$ cat src/rtl/execute_stage_md_if.sv
// execute_stage_md_if: EX/MEM pipeline-register bus between the execute and memory stages.
//   master (execute stage) drives: RegWriteM, MemWriteM, ResultSrcM, ALUResultM, WriteDataM, PCPlus4M, RdM
//   slave  (memory stage) receives the same signals.
interface execute_stage_md_if #(
    parameter int WIDTH = 32,
    parameter int RADDR = 5
);
    logic             RegWriteM;
    logic             MemWriteM;
    logic             ResultSrcM;
    logic [WIDTH-1:0] ALUResultM;
    logic [WIDTH-1:0] WriteDataM;
    logic [WIDTH-1:0] PCPlus4M;
    logic [RADDR-1:0] RdM;
    modport master (output RegWriteM, MemWriteM, ResultSrcM, ALUResultM, WriteDataM, PCPlus4M, RdM);
    modport slave  (input  RegWriteM, MemWriteM, ResultSrcM, ALUResultM, WriteDataM, PCPlus4M, RdM);
endinterface

$ cat src/rtl/execute_stage_md.sv
// execute_stage_md: pipeline execute stage with operand forwarding, RV32I ALU, branch resolution
//   and an iterative MUL/DIV/REM unit; owns the EX/MEM register.
//   clk, rst (async, active low)
//   ID/EX in : RegWriteE MemWriteE ResultSrcE ALUSrcE BranchE JumpE ALUControlE Funct3E
//              RD1E RD2E PCE PCPlus4E ImmExtE RdE
//   hazard in: ForwardAE ForwardBE ResultW KillE
//   out      : PCSrcE PCTargetE stallE
//   exMem    : EX/MEM register bus (master)
module execute_stage_md #(
    parameter int WIDTH = 32,
    parameter int RADDR = 5
) (
    input  logic               clk,
    input  logic               rst,
    input  logic               RegWriteE,
    input  logic               MemWriteE,
    input  logic               ResultSrcE,
    input  logic               ALUSrcE,
    input  logic               BranchE,
    input  logic               JumpE,
    input  logic [3:0]         ALUControlE,
    input  logic [2:0]         Funct3E,
    input  logic [WIDTH-1:0]   RD1E,
    input  logic [WIDTH-1:0]   RD2E,
    input  logic [WIDTH-1:0]   PCE,
    input  logic [WIDTH-1:0]   PCPlus4E,
    input  logic [WIDTH-1:0]   ImmExtE,
    input  logic [RADDR-1:0]   RdE,
    input  logic [1:0]         ForwardAE,
    input  logic [1:0]         ForwardBE,
    input  logic [WIDTH-1:0]   ResultW,
    input  logic               KillE,
    output logic               PCSrcE,
    output logic [WIDTH-1:0]   PCTargetE,
    output logic               stallE,
    execute_stage_md_if.master exMem
);
    localparam int CW = $clog2(WIDTH);
    typedef enum logic [1:0] {IDLE, BUSY, DONE} state_t;
    state_t state, nextState;
    logic [WIDTH-1:0] fwdA, fwdB, srcB, aluOut, mdOut, absA, absB;
    logic [WIDTH-1:0] opA, opB, acc, opAN, opBN, accN, mulSum, quot, remv;
    logic [WIDTH:0]   remShift, remDiff;
    logic [CW-1:0]    shamt, cnt;
    logic [3:0]       mdOp;
    logic             negQ, negR, divZero, isMdE, isMulE, isSigned, start, geq, eq, lt, ltu, cond, bubble;

    assign fwdA = ForwardAE == 2'b01 ? ResultW : ForwardAE == 2'b10 ? exMem.ALUResultM : RD1E;
    assign fwdB = ForwardBE == 2'b01 ? ResultW : ForwardBE == 2'b10 ? exMem.ALUResultM : RD2E;
    assign srcB = ALUSrcE ? ImmExtE : fwdB;
    assign shamt = srcB[CW-1:0];

    always_comb begin
        aluOut = '0;
        case (ALUControlE)
            4'b0000: aluOut = fwdA + srcB;
            4'b0001: aluOut = fwdA - srcB;
            4'b0010: aluOut = fwdA & srcB;
            4'b0011: aluOut = fwdA | srcB;
            4'b0100: aluOut = fwdA << shamt;
            4'b0101: aluOut = {{(WIDTH-1){1'b0}}, $signed(fwdA) < $signed(srcB)};
            4'b0110: aluOut = fwdA ^ srcB;
            4'b0111: aluOut = fwdA >> shamt;
            4'b1000: aluOut = $unsigned($signed(fwdA) >>> shamt);
            4'b1001: aluOut = {{(WIDTH-1){1'b0}}, fwdA < srcB};
            default: aluOut = '0;
        endcase
    end

    // Branches compare the two forwarded register operands, never the immediate.
    assign eq = fwdA == fwdB;
    assign lt = $signed(fwdA) < $signed(fwdB);
    assign ltu = fwdA < fwdB;
    assign cond = Funct3E[2:1] == 2'b01 ? 1'b0 : (Funct3E[2:1] == 2'b00 ? eq : Funct3E[1] ? ltu : lt) ^ Funct3E[0];
    assign PCSrcE = !stallE && ((BranchE && cond) || JumpE);
    assign PCTargetE = PCE + ImmExtE;

    assign isMdE = ALUControlE inside {[4'b1010:4'b1110]};
    assign isMulE = ALUControlE == 4'b1010;
    assign isSigned = ALUControlE == 4'b1011 || ALUControlE == 4'b1101;
    assign absA = isSigned && fwdA[WIDTH-1] ? -fwdA : fwdA;
    assign absB = isSigned && srcB[WIDTH-1] ? -srcB : srcB;
    assign start = state == IDLE && isMdE && !KillE;

    // One iteration: mul = LSB-first shift-add; div = restoring step with opB shifting the
    // dividend out at the top and quotient bits in at the bottom.
    assign mulSum = acc + (opB[0] ? opA : '0);
    assign remShift = {acc, opB[WIDTH-1]};
    assign remDiff = remShift - {1'b0, opA};
    assign geq = !remDiff[WIDTH];
    assign accN = mdOp == 4'b1010 ? mulSum : geq ? remDiff[WIDTH-1:0] : remShift[WIDTH-1:0];
    assign opAN = mdOp == 4'b1010 ? opA << 1 : opA;
    assign opBN = mdOp == 4'b1010 ? opB >> 1 : {opB[WIDTH-2:0], geq};
    // DONE applies the final iteration combinationally, so registered steps + 1 = WIDTH.
    assign quot = divZero ? '1 : negQ ? -opBN : opBN;
    assign remv = negR ? -accN : accN;
    assign mdOut = mdOp == 4'b1010 ? accN : mdOp inside {4'b1011, 4'b1100} ? quot :
                   mdOp inside {4'b1101, 4'b1110} ? remv : '0;

    always_ff @(posedge clk or negedge rst) begin
        if (!rst)
            state <= IDLE;
        else
            state <= nextState;
    end

    always_comb begin
        nextState = state;
        stallE = 1'b0;
        if (KillE)
            nextState = IDLE;
        else
            case (state)
                IDLE: begin
                    nextState = isMdE ? BUSY : IDLE;
                    stallE = isMdE && rst;
                end
                BUSY: begin
                    nextState = cnt == CW'(WIDTH - 2) ? DONE : BUSY;
                    stallE = 1'b1;
                end
                default: nextState = IDLE;
            endcase
    end

    always_ff @(posedge clk or negedge rst) begin
        if (!rst) begin
            cnt <= '0;
            opA <= '0;
            opB <= '0;
            acc <= '0;
            mdOp <= '0;
            negQ <= 1'b0;
            negR <= 1'b0;
            divZero <= 1'b0;
        end else if (start) begin
            cnt <= '0;
            acc <= '0;
            mdOp <= ALUControlE;
            opA <= isMulE ? fwdA : absB;
            opB <= isMulE ? srcB : absA;
            negQ <= isSigned && (fwdA[WIDTH-1] ^ srcB[WIDTH-1]);
            negR <= isSigned && fwdA[WIDTH-1];
            divZero <= srcB == '0;
        end else if (state == BUSY) begin
            cnt <= cnt + CW'(1);
            opA <= opAN;
            opB <= opBN;
            acc <= accN;
        end
    end

    assign bubble = KillE || stallE;

    always_ff @(posedge clk or negedge rst) begin
        if (!rst) begin
            exMem.RegWriteM <= 1'b0;
            exMem.MemWriteM <= 1'b0;
            exMem.ResultSrcM <= 1'b0;
            exMem.ALUResultM <= '0;
            exMem.WriteDataM <= '0;
            exMem.PCPlus4M <= '0;
            exMem.RdM <= '0;
        end else begin
            exMem.RegWriteM <= RegWriteE && !bubble;
            exMem.MemWriteM <= MemWriteE && !bubble;
            exMem.ResultSrcM <= ResultSrcE && !bubble;
            exMem.ALUResultM <= bubble ? '0 : state == DONE ? mdOut : aluOut;
            exMem.WriteDataM <= bubble ? '0 : fwdB;
            exMem.PCPlus4M <= bubble ? '0 : PCPlus4E;
            exMem.RdM <= bubble ? '0 : RdE;
        end
    end
endmodule
$ cat src/flat_wrapper.sv
// flat-port wrapper written by rule: the top's interface ports become plain ports
module execute_stage_md_flat 
#(
    parameter int WIDTH = 32,
    parameter int RADDR = 5
)
  (clk, rst, RegWriteE, MemWriteE, ResultSrcE, ALUSrcE, BranchE, JumpE, ALUControlE, Funct3E, RD1E, RD2E, PCE, PCPlus4E, ImmExtE, RdE, ForwardAE, ForwardBE, ResultW, KillE, PCSrcE, PCTargetE, stallE, exMem_RegWriteM, exMem_MemWriteM, exMem_ResultSrcM, exMem_ALUResultM, exMem_WriteDataM, exMem_PCPlus4M, exMem_RdM);
  execute_stage_md_if #(.WIDTH(WIDTH), .RADDR(RADDR)) exMem_i ();
  input  logic clk;
  input  logic rst;
  input  logic RegWriteE;
  input  logic MemWriteE;
  input  logic ResultSrcE;
  input  logic ALUSrcE;
  input  logic BranchE;
  input  logic JumpE;
  input  logic [3:0] ALUControlE;
  input  logic [2:0] Funct3E;
  input  logic [WIDTH-1:0] RD1E;
  input  logic [WIDTH-1:0] RD2E;
  input  logic [WIDTH-1:0] PCE;
  input  logic [WIDTH-1:0] PCPlus4E;
  input  logic [WIDTH-1:0] ImmExtE;
  input  logic [RADDR-1:0] RdE;
  input  logic [1:0] ForwardAE;
  input  logic [1:0] ForwardBE;
  input  logic [WIDTH-1:0] ResultW;
  input  logic KillE;
  output logic PCSrcE;
  output logic [WIDTH-1:0] PCTargetE;
  output logic stallE;
  output wire logic [$bits(exMem_i.RegWriteM)-1:0] exMem_RegWriteM;
  output wire logic [$bits(exMem_i.MemWriteM)-1:0] exMem_MemWriteM;
  output wire logic [$bits(exMem_i.ResultSrcM)-1:0] exMem_ResultSrcM;
  output wire logic [$bits(exMem_i.ALUResultM)-1:0] exMem_ALUResultM;
  output wire logic [$bits(exMem_i.WriteDataM)-1:0] exMem_WriteDataM;
  output wire logic [$bits(exMem_i.PCPlus4M)-1:0] exMem_PCPlus4M;
  output wire logic [$bits(exMem_i.RdM)-1:0] exMem_RdM;
  assign exMem_RegWriteM = exMem_i.RegWriteM;
  assign exMem_MemWriteM = exMem_i.MemWriteM;
  assign exMem_ResultSrcM = exMem_i.ResultSrcM;
  assign exMem_ALUResultM = exMem_i.ALUResultM;
  assign exMem_WriteDataM = exMem_i.WriteDataM;
  assign exMem_PCPlus4M = exMem_i.PCPlus4M;
  assign exMem_RdM = exMem_i.RdM;
  execute_stage_md #(.WIDTH(WIDTH), .RADDR(RADDR)) u_core (.clk(clk), .rst(rst), .RegWriteE(RegWriteE), .MemWriteE(MemWriteE), .ResultSrcE(ResultSrcE), .ALUSrcE(ALUSrcE), .BranchE(BranchE), .JumpE(JumpE), .ALUControlE(ALUControlE), .Funct3E(Funct3E), .RD1E(RD1E), .RD2E(RD2E), .PCE(PCE), .PCPlus4E(PCPlus4E), .ImmExtE(ImmExtE), .RdE(RdE), .ForwardAE(ForwardAE), .ForwardBE(ForwardBE), .ResultW(ResultW), .KillE(KillE), .PCSrcE(PCSrcE), .PCTargetE(PCTargetE), .stallE(stallE), .exMem(exMem_i));
endmodule
$ cat config.mk
export PLATFORM = sky130hd
export DESIGN_NAME = execute_stage_md_flat
export DESIGN_NICKNAME = d
export VERILOG_FILES = /design/src/rtl/execute_stage_md_if.sv /design/src/rtl/execute_stage_md.sv /design/src/flat_wrapper.sv
export SDC_FILE = /design/constraint.sdc
export NUM_CORES = 2
export LEC_CHECK = 0
export CAP_MARGIN = 10
export CORE_AREA = 2 2 256 258
export DETAILED_ROUTE_END_ITERATION = 8
export DIE_AREA = 0 0 258 260
export PLACE_DENSITY_LB_ADDON = 0.25
export SYNTH_ARGS = -nofsm -noshare
export SYNTH_HDL_FRONTEND = slang
export SYNTH_SLANG_ARGS = --single-unit
$ cat constraint.sdc
create_clock -name clk -period 7.5 [get_ports clk]
set_clock_uncertainty 0.2 [all_clocks]
set_input_delay 1.125 -clock clk [delete_from_list [all_inputs] [get_ports clk]]
set_output_delay 1.125 -clock clk [all_outputs]
set_load 0.01 [all_outputs]
Word level (Yosys, flattened, before mapping)

Cells that the tools add are included.

Mux-type cells: 43
Shift operators: 3
Add/subtract/negate cells: 10
Reductions and logical operators: 28
Equal/unequal tests: 26
$lt $le $gt $ge: 6
Bitwise operators: 5

Operators with widths:

| operator                                       | number |
|---|---|
| two-way mux 32 bit                             | 30 |
| one-hot mux 32 bit (10 select lines)           | 1 |
| < comparator 32 bit                            | 4 |
| negation 32 bit                                | 4 |
| adder 32 bit                                   | 3 |
| == test 4 bit (second input constant)          | 10 |
| subtractor 33 x 32 -> 33 bit                   | 1 |
| bitwise AND 32 bit                             | 1 |
| == test 32 bit                                 | 1 |
| zero test 32 bit                               | 1 |
| bitwise OR 32 bit                              | 1 |
| << shifter 32 x 5 -> 32 bit                    | 1 |
| >> shifter 32 x 5 -> 32 bit                    | 1 |
| >>> shifter 32 x 5 -> 32 bit                   | 1 |
| subtractor 32 bit                              | 1 |
| bitwise XOR 32 bit                             | 1 |
| == test 4 x 3 -> 1 bit (second input constant) | 4 |
| two-way mux 5 bit                              | 3 |
| logical AND 1 bit                              | 12 |
| == test 2 x 1 -> 1 bit (second input constant) | 4 |
| == test 4 x 2 -> 1 bit (second input constant) | 2 |
| nonzero test 2 bit                             | 4 |
| == test 2 bit (second input constant)          | 3 |
| adder 5 x 1 -> 5 bit (second input constant)   | 1 |
| 14 further kinds                               | 26 |

Register bits: 214
Output and inout bits: 138
Word-level logic and storage cells: 137
Bits of input ports: 217

Longest topological paths before layout

Depth in word-level cells: 11
Mapped depth: 25
Depth with buffers taken out: 22

Worst setup path before layout

No wires, ideal clock.

Kind: input-to-output
From: input port ForwardBE[1]
To: output port PCSrcE
Arrival time: 5.585 ns
Path buffers: 5
Stages on the path: 18
Required time: 6.175 ns
Path slack: 0.590 ns
Cell sequence: buf_2 buf_2 buf_1 clkbuf_1 clkbuf_1 mux2i_1 nand2_1 o21ai_0 ha_1 and3_1 a221o_1 a221o_1 a31oi_1 o211ai_1 mux2_2 a21oi_1 xor2_1 o31ai_1

Longest elaborated chain between the ends: 11
Elaborated cells between the ends (all ways): 14
Classes of those cells: 2 x order compare; 3 x eq/ne; 5 x mux; 1 x bitwise; 3 x reduce/logical

RTL lines:

| element                                | line                                           | source |
|---|---|---|
| from (decl)                            | flat_wrapper.sv:26                             | `input logic [1:0] ForwardBE;` |
| == test 2 bit                          | execute_stage_md.sv:49                         | `assign fwdB = ForwardBE == 2'b01 ? ResultW : ForwardBE == 2'b10 ? exMem.ALUResultM : RD2E;` |
| two-way mux 32 bit                     | execute_stage_md.sv:49                         |  |
| two-way mux 32 bit *                   | execute_stage_md.sv:49                         |  |
| < comparator 32 bit (on tied branches) | execute_stage_md.sv:72, execute_stage_md.sv:73 |  |
| two-way mux 1 bit                      | execute_stage_md.sv:74                         | `assign cond = Funct3E[2:1] == 2'b01 ? 1'b0 : (Funct3E[2:1] == 2'b00 ? eq : Funct3E[1] ? ltu : lt) ^ Funct3E[0] ...` |
| two-way mux 1 bit *                    | execute_stage_md.sv:74                         |  |
| bitwise XOR 1 bit *                    | execute_stage_md.sv:74                         |  |
| two-way mux 1 bit *                    | execute_stage_md.sv:74                         |  |
| logical AND 1 bit *                    | execute_stage_md.sv:75                         | `assign PCSrcE = !stallE && ((BranchE && cond) \|\| JumpE);` |
| logical OR 1 bit *                     | execute_stage_md.sv:75                         |  |
| logical AND 1 bit *                    | execute_stage_md.sv:75                         |  |
| to (decl)                              | flat_wrapper.sv:29                             | `output logic PCSrcE;` |

Mark *: on every way between the ends. The rest lies on a longest branch, timed or not.

Worst setup path in the final report

Ends and elaborated chain as after synthesis.

==> impl_metrics.ini <==
[run]
maxCapViolations = 0

[timing]
tightest_slew_ns = 1.36
finalCriticalPeriod_ns = 7.07
layout_worst_path_cycle_share = 0.943
final_hold_viol_count = 0
fin_hold_ws_ns = 0.193
rsz0062_at_grt = false
setup_violations = 0
finalSetupTns_ns = 0
finalWorstSetupSlack_ns = 0.425
relSlewSlack = 0.0858
drv_slew = 0
max_freq_ghz = 0.141

[clock_tree]
cts_setup_buffers = 0
clockRootBuffer = clkbuf_16
clock-sinks = 214
cts_tree = built
clk_path_buf_depth = 3
clock_latency_ns = 0.62
numCtsBuffers = 28
cts_resized = 0
h-tree-depth = 1
clkTransAtPathRegs_ns = 0.07
ctsHoldBuffers = 0

[synth]
synth-seq-cells = 214
netlist_area_um2 = 28800
syn_nets = 4463
synthArstFlopShare = 1.00
ys_seq_area_frac = 0.186
yosys_warnings = 0
yosysUniqueCellTypes = 94
postSynthCellCount = 4015
synth_edf_count = 0
syn_area_per_cell_um2 = 7.17
synth_top_flop_cell = dfrtp_1

[critical_path]
cp-start-kind = input port
path_class = input port to output port
rr_startpoint = u_core.opB[31]
r2r_cells = 23
crit_path_end = PCSrcE
worst-r2r-setup-slack_ns = 0.80
crit_arrival_ns = 5.75
timing.rr.end = u_core.exMem.ALUResultM[24]
worstSetupPathDepth = 15
startpoint = ForwardBE[1]
cpLargestDelayFamily = compound AO/OA/AOI/OAI gates
end_kind = output port
slowest_delay_ns = 0.61
crit_required_ns = 6.17
crit_chain = buf_4 > buf_4 > mux2_2 > o21ai_0 > ha_1 > and3_1 > a221o_1 > a221o_1 > a31oi_1 > o211ai_1 > mux2_2 > a21oi_1 > xor2_1 > o31ai_1 > clkdlybuf4s50_1
slowest_stage = clkdlybuf4s50_1
path_buf_inv = 3
cp_max_fo = 27

[floorplan]
die_x_um = 258
io_pins = 355
start_util = 0.449
rows = 93
coreArea_um2 = 64100
die_y_um = 260
dieArea_um2 = 67100

[pwr]
leakage_nw = 15.0
worst_ir_drop_vdd_mv = 0.247
p_clk_frac = 0.165
intPower_mw = 4.43
total_power_mw = 8.93
sw_frac_of_total = 0.503
p_comb_frac = 0.642
seq_power_share = 0.193
p_switching_mw = 4.49
power_density_nw_per_um2 = 257

[routing]
vias_per_cell = 6.46
remaining_drc_errors = 0
drt_first_pass_iters = 6
dr.first_iter.drc_count = 4438
wl_per_cell_um = 27.9
vias = 33400
drt_wl_total_um = 144000
drtAntennaViolNets = 0

[finish]
drive_gt1_frac = 0.0790
final_nets = 4746
syn_to_final_growth_pct = 20.6
fillers = 6349
stdcell_area_um2 = 34700

[run_status]
status = finished, final reports clean

[global_routing]
antenna_found_initial = 7
grt_pass1_vias = 30300
grt.total_usage = 0.411
overflow = 0
grt_pass1_wl_um = 207000
grt_max_degree = 73

[placement]
io_buffers = 354
place_area_um2 = 33700
dp_hpwl_um = 116000
pre_cts_slack_ns = 0.427
routabilityCongestion = 1.07

[worst_hold_path]
hold_path_class = input port to asynchronous set/reset pin
==> cells in the final DEF (no fill, tap or decap), types with 52 or more instances in the layout <==
master	instances
mux2i_1	154
nand2_1	430
a31oi_1	55
ha_1	227
a211oi_1	78
nand3_1	113
a21oi_1	386
inv_1	166
o21ai_0	369
dfrtp_1	214
clkdlybuf4s50_1	347
buf_4	165
a21o_1	52
mux2_2	52
and2_1	86
xor2_1	52
o211ai_1	88
xnor2_1	165
nor2_1	373
nor3_1	89
==> cells in the mapped netlist, drive strengths merged, types with 9 or more instances <==
master     n  area, um^2
or2       23         144
a211oi    78         586
nand2    431        1620
nand3    113         566
mux2i    154        1540
o22ai     28         175
buf       47         194
a21o      52         390
xnor2    165        1450
o21bai    21         158
dfrtp    214        5360
nor2     378        1420
o221ai    17         155
a221oi    24         229
o41ai     10        95.1
or3       23         144
mux2      52         586
xor2      52         455
nand4     28         175
a2111oi   19         181
o21a      44         330
inv      167         627
o31ai     33         248
and3      30         188
clkbuf   218         818
a21oi    388        1950
o211ai    88         661
nand2b    28         175
a311oi    13         114
nor4      18         113
a22oi     10        75.1
and2      86         538
a211o     15         131
a31oi     55         344
o2111ai   13         114
ha       227        2840
nand3b     9        67.6
o21ai    386        1940
o31a       9        78.8
nor3      93         488
nor2b     41         257
==> metal layers <==
layer,wire length (um),global-route usage,vias up
met2,60800,0.607,1967
met1,61400,0.581,15900
met4,7590,0.184,4
met3,14500,0.0714,368
met5,25,0,-
li1,-,-,15200
==> state kept, by name, indices dropped and copies added, names as in the netlist, 4 cells and up <==
name and cells:
u_core.exMem.RdM 5, u_core.opB 32, u_core.cnt 5, u_core.exMem.ALUResultM 32, u_core.mdOp 4, u_core.opA 32, u_core.acc 32, u_core.exMem.PCPlus4M 32
u_core.exMem.WriteDataM 32
==> cell families (layout without fill, tap and decap cells) <==
kind of cell               after synthesis  after routing  synth area share
xor gates and xnor gates               217            217            0.0660
and+or+nand+nor                       1334           1334             0.215
muxes                                  206            206            0.0739
AOI/OAI and AO/OA                     1375           1375             0.300
buffers and inverters                  438            741            0.0577
DFF                                    214            214             0.186
other                                    0              3                 0
adders and majority gates              231            231             0.101
==> worst reg2reg max path, delay by kind of cell, from the launching register on <==
| family | cells | cell delay [ns] |
|---|---|---|
| AOI/OAI and AO/OA | 10 | 2.67 |
| and+or+nand+nor | 6 | 1.61 |
| adders and majority gates | 3 | 0.93 |
| buffers and inverters | 3 | 0.65 |
| DFF | 1 | 0.38 |
| xor gates and xnor gates | 1 | 0.09 |
==> how the worst min path moves through the flow <==
stage,end,start,slack [ns]
detailed placement,u_core.cnt[4],u_core.cnt[4],0.34
floorplan,u_core.opA[19],u_core.opA[18],0.30
CTS,u_core.acc[19],rst,0.19
global placement,u_core.cnt[4],u_core.cnt[4],0.34
global route,u_core.acc[19],rst,0.22
finish,u_core.acc[19],rst,0.19
==> per-stage QoR <==
step	std cells	utilization
3_3_place_gp	5123	0.526
6_report	5176	0.541
5_1_grt	5174	0.541
2_1_floorplan	4015	-
3_5_place_dp	5123	0.526
4_1_cts	5173	0.541
==> power groups by stage <==
stage,Combinational (mW),Clock [mW],Sequential [mW]
after floorplan,3.75,0,1.61
after detailed placement,5.54,0,1.72
after global routing,6.19,1.53,1.74
after CTS,5.57,1.49,1.71
final,5.73,1.47,1.72
after global placement,5.53,0,1.72
==> area by class of cell <==
| type | count | area (um^2) | area share |
|---|---|---|---|
| Tap cell | 855 | 1070 | 0.0308 |
| Clock buffer | 32 | 726 | 0.0209 |
| Timing Repair Buffer | 518 | 4770 | 0.137 |
| Antenna cell | 3 | 7.51 | 0.000216 |
| Sequential cell | 214 | 5360 | 0.154 |
| Inverter | 173 | 649 | 0.0187 |
| Multi-Input combinational cell | 3363 | 21900 | 0.631 |
| Clock inverter | 18 | 244 | 0.00703 |
Note: power is estimated with default switching activity, not from simulation.
